==> config.mk <==
export PLATFORM = sky130hd
export DESIGN_NAME = stream_skid_buffer
export DESIGN_NICKNAME = d
export VERILOG_FILES = /design/src/rtl/stream_skid_pkg.sv /design/src/rtl/stream_skid_buffer.sv
export SDC_FILE = /design/constraint.sdc
export NUM_CORES = 1
export LEC_CHECK = 0
export ABC_AREA = 1
export CAP_MARGIN = 20
export CORE_AREA = 4 4 41 43
export CTS_BUF_LIST = sky130_fd_sc_hd__clkbuf_8 sky130_fd_sc_hd__clkbuf_16
export CTS_CLUSTER_DIAMETER = 40
export DETAILED_ROUTE_END_ITERATION = 6
export DIE_AREA = 0 0 45 47
export GPL_ROUTABILITY_DRIVEN = 0
export PLACE_DENSITY = 0.48
export SYNTH_ARGS = -nofsm -noshare
export SYNTH_HDL_FRONTEND = slang
export SYNTH_SLANG_ARGS = --single-unit
==> constraint.sdc <==
create_clock -name clk_i -period 1.4 [get_ports clk_i]
set_input_delay 0.28 -clock clk_i [delete_from_list [all_inputs] [get_ports clk_i]]
set_output_delay 0.28 -clock clk_i [all_outputs]
set_load 0.02 [all_outputs]
==> src/rtl/stream_skid_pkg.sv <==
// Shared definitions for the stream skid buffer.
//   skid_state_e         : occupancy state of the two-entry buffer
//   StallCntWidthDefault : default width of the optional output stall counter
package stream_skid_pkg;

  typedef enum logic [1:0] {
    SkidEmpty = 2'd0,
    SkidOne   = 2'd1,
    SkidFull  = 2'd2
  } skid_state_e;

  localparam int StallCntWidthDefault = 16;

endpackage

==> src/rtl/stream_skid_buffer.sv <==
// Two-entry stream register (skid buffer) that cuts every combinational path
// between its input and output ports: ready_o, valid_o and data_o come
// straight from flops. One transfer per cycle, 1-cycle latency, FIFO order.
//
// Optional feature: define STREAM_SKID_STALL_CNT_EN to add stall_cnt_o, a
// saturating count of cycles with valid_o & ~ready_i.
//
// Handshake (both ports): a beat transfers on a clk_i edge where valid and
// ready are both high; the sender holds valid/data stable until that edge.
//
// Ports:
//   clk_i        clock
//   rst_i        asynchronous active-high reset
//   clr_i        synchronous clear, drops all stored entries
//   valid_i      input payload valid
//   ready_o      buffer can accept (registered)
//   data_i       input payload
//   valid_o      output payload valid (registered)
//   ready_i      downstream accepts
//   data_o       output payload (registered, slot A)
//   state_o      debug view of the occupancy state
//   stall_cnt_o  output stall cycles (STREAM_SKID_STALL_CNT_EN only)
module stream_skid_buffer
  import stream_skid_pkg::*;
#(
  parameter type T               = logic,
  parameter int  STALL_CNT_WIDTH = StallCntWidthDefault
) (
  input  logic        clk_i,
  input  logic        rst_i,
  input  logic        clr_i,
  input  logic        valid_i,
  output logic        ready_o,
  input  T            data_i,
  output logic        valid_o,
  input  logic        ready_i,
  output T            data_o,
  output skid_state_e state_o
`ifdef STREAM_SKID_STALL_CNT_EN
  ,
  output logic [STALL_CNT_WIDTH-1:0] stall_cnt_o
`endif
);

  skid_state_e state_q, state_d;
  T            a_q, a_d;   // head slot, drives data_o
  T            b_q, b_d;   // skid slot, used only when FULL
  logic        ready_q, ready_d;
  logic        push, pop;

  assign valid_o = (state_q != SkidEmpty);
  assign ready_o = ready_q;
  assign data_o  = a_q;
  assign state_o = state_q;

  assign push = valid_i & ready_q;
  assign pop  = valid_o & ready_i;

  always_comb begin
    state_d = state_q;
    a_d     = a_q;
    b_d     = b_q;
    if (clr_i) begin
      // Clear wins over any same-cycle handshake; stored data just goes stale.
      state_d = SkidEmpty;
    end else begin
      unique case (state_q)
        SkidEmpty: begin
          if (push) begin
            a_d     = data_i;
            state_d = SkidOne;
          end
        end
        SkidOne: begin
          if (push && pop) begin
            a_d = data_i;
          end else if (push) begin
            b_d     = data_i;
            state_d = SkidFull;
          end else if (pop) begin
            state_d = SkidEmpty;
          end
        end
        SkidFull: begin
          // ready_q is low here, so no push can arrive.
          if (pop) begin
            a_d     = b_q;
            state_d = SkidOne;
          end
        end
        default: state_d = SkidEmpty;
      endcase
    end
    // Ready is a flop: decided from where the buffer will be next cycle.
    ready_d = (state_d != SkidFull);
  end

  always_ff @(posedge clk_i or posedge rst_i) begin
    if (rst_i) begin
      state_q <= SkidEmpty;
      a_q     <= '0;
      b_q     <= '0;
      ready_q <= 1'b0;
    end else begin
      state_q <= state_d;
      a_q     <= a_d;
      b_q     <= b_d;
      ready_q <= ready_d;
    end
  end

`ifdef STREAM_SKID_STALL_CNT_EN
  logic [STALL_CNT_WIDTH-1:0] stall_cnt_q, stall_cnt_d;

  always_comb begin
    stall_cnt_d = stall_cnt_q;
    if (clr_i) begin
      stall_cnt_d = '0;
    end else if (valid_o && !ready_i && !(&stall_cnt_q)) begin
      stall_cnt_d = stall_cnt_q + 1'b1;
    end
  end

  always_ff @(posedge clk_i or posedge rst_i) begin
    if (rst_i) begin
      stall_cnt_q <= '0;
    end else begin
      stall_cnt_q <= stall_cnt_d;
    end
  end

  assign stall_cnt_o = stall_cnt_q;
`else
  // Counter width is meaningless without the counter.
  logic unused_stall_cfg;
  assign unused_stall_cfg = ^STALL_CNT_WIDTH;
`endif

endmodule

==> impl_metrics.csv <==
group,metric,value,unit
floorplanning,row_count,13,
run_status,status,"finished, final reports clean",
placement,io_buffers,10,
cells_and_area,nets,65,
drt,first_pass_iters,4,
floorplanning,initial_core_util,23.0,%
cells_and_area,area_growth,59.0,%
synth,synth_top_cell_area_share,41.8,%
setup_path,crit_chain,"nor2_1, inv_1, clkbuf_2",
cells_and_area,antenna_cells,0,
clocking,clkTransAtPathRegs,40,ps
synth,ys.warnings.count,0,
synth,netlist_top_cells_area,"dfrtp_1 (42%), nand2_1 (14%), inv_1 (7.5%)",
synth,syn_avg_cell_area,7.29,um^2
placement,dp_cells,69,
timing,rsz0062_at_grt,"false",
setup_path,cpPeakStageDelay,390,ps
setup_path,startpoint_type,"flop",
timing,hold_violations,0,
setup_path,critPathKind,"flop to output port",
timing,setup_viol,0,
global_route,grt_start_max_net_pins,6,
timing,relSlewSlack,86.5,%
timing,fmax,810,MHz
cells_and_area,drive_above_1_share,22.4,%
clocking,hold_buffers,0,
clocking,htreeDepth,1,
power_and_ir_drop,peakVddDrop,0.000695,V
timing,maxSlewViolCount,0,
synth,yosysSeqAreaShare,41.8,%
setup_path,cp_max_fo,3,
global_route,grt_overflow,0,
synth,synth_area,299,um^2
power_and_ir_drop,p_total,537,uW
clocking,clockRootBuffer,"clkbuf_8",
synth,ys_ff_latch,5,
cells_and_area,most-common-layout-cells,"nand2_1 (11), inv_1 (7), nor2_1 (5), dfrtp_1 (5), clkdlybuf4s50_1 (5)",
placement,place_hpwl,584,um
power_and_ir_drop,leakage,0.000247,uW
global_route,first_global_vias,275,
floorplanning,io_pins,11,
floorplanning,core_area,1300,um^2
drt,num_vias,303,
clocking,clock_tree.buffer_depth,2,
drt,wire_per_inst,9.25,um
worst_hold_path,hold_class,"input pin to asynchronous set/reset pin",
global_route,track_usage,7.77,%
floorplanning,dieWidth,45,um
clocking,numCtsBuffers,3,
drt,drt_wl_total,675,um
timing,min_period,1230,ps
timing,worst_clock_skew,3.88,ps
drt,antenna_left,0,
setup_path,r2r-start,"state_o[1]",
setup_path,worstPathArrival,950,ps
timing,finalCritPeriodShare,88.2,%
clocking,cts_tree,"done",
cells_and_area,final_cells,73,
floorplanning,die_area,2120,um^2
setup_path,cp.required,1120,ps
setup_path,end_kind,"output port",
synth,netlist_instances,41,
drt,route.detailed.drc,0,
setup_path,crit_family,"flip-flops",
clocking,clock_latency,220,ps
flow_run,maxCapViolCount,0,
timing,worst_pin_slew,202,ps
synth,synth_top_area_cell,"dfrtp_1",
cells_and_area,layout_commonest_cell,"nand2_1",
setup_path,cpMaxStageDelayCell,"dfrtp_1",
clocking,post_cts_buffers,0,
drt,viasPerCell,4.15,
setup_path,crit_start,"state_o[1]",
power_and_ir_drop,power_density,1130,nW/um^2
drt,drt_iter0_markers,3,
synth,synth_cell_types,15,
global_route,grt_pass1_wl,1160,um
clocking,cts_sinks,5,
synth,syn_nets,47,
floorplanning,die_h,47,um
setup_path,crit_buf_inv,2,
global_route,antenna_found_initial,0,
[cells by family (layout without fill, tap and decap cells)]
group / Yosys count / count (layout) / synth area share, %
buffers and inverters: 8 / 25 / 10.0
AO/OA/AOI/OAI: 4 / 4 / 9.62
flip-flops: 5 / 5 / 41.8
AND/OR/NAND/NOR: 24 / 24 / 38.5
[worst reg2reg max path: stages (launching register included)]
cell     delay [ps]
dfrtp_1         390
buf_4           160
inv_1           110
nand2_2          80
nor2_4          110
nand3_1          80
nand2_1          60
nand2_1          40
[layer usage]
layer,vias to the layer above,GRT usage (%),routed length [um]
met3,0,4.60,56
met5,-,0,0
met4,0,1.75,0
met1,134,9.86,335
met2,8,11.3,283
li1,161,-,-
[power breakdown]
part | switching, uW | internal, uW
logic | 60.5 | 47.4
clock network | 70.5 | 188
registers | 8.73 | 162
total | 140 | 397
[registers in the layout, summed over array words and instances, names as in the netlist]
register / cells
state_o: 2
b_q: 1
data_o: 1
ready_o: 1
[synthesized netlist by cell type]
cell type  instances
nor3_2             1
clkinv_1           1
nand4_1            1
nor2_1             5
nand3_1            3
inv_2              1
o211ai_1           2
dfrtp_1            5
nor2_4             1
inv_1              6
nand2_1           11
a21oi_1            1
nand2_2            1
nor2_2             1
a21oi_2            1
[cell type report]
cell class,count,area [um^2]
Sequential cell,5,125
Clock buffer,3,41.3
Timing Repair Buffer,13,113
Inverter,8,30.0
Clock inverter,1,3.75
Fill cell,157,826
Multi-Input combinational cell,28,144
Tap cell,15,18.8
[repair_timing]
action	in CTS	in global routing
endpoints found under the setup margin	5	1
gates resized for setup	6	1
pin swaps	0	0
[path summary, 6_finish.rpt]
path                            slack [ps]         end  cells past startpoint
worst max register to register         280         b_q                      7
max in group asynchronous              960      data_o                      2
worst min-delay path                   260  state_o[1]                      2
worst max-delay path                   170     valid_o                      3
worst min register to register         460      data_o                      2
min in group clk_i                     460      data_o                      2
[per-stage QoR]
step           setup TNS [ps]  worst slack (ps)  hold slack [ps]  utilization (%)  area (um^2)
2_1_floorplan               0               321             58.5                -          299
3_3_place_gp            -5.03             -5.03              468             33.8          440
3_5_place_dp                0              2.17              462             33.8          440
4_1_cts                     0              16.0              270             36.9          480
5_1_grt                     0              86.2              286             36.5          475
6_report                    0               166              262             36.5          475
Note: power is estimated with default switching activity, not from simulation.
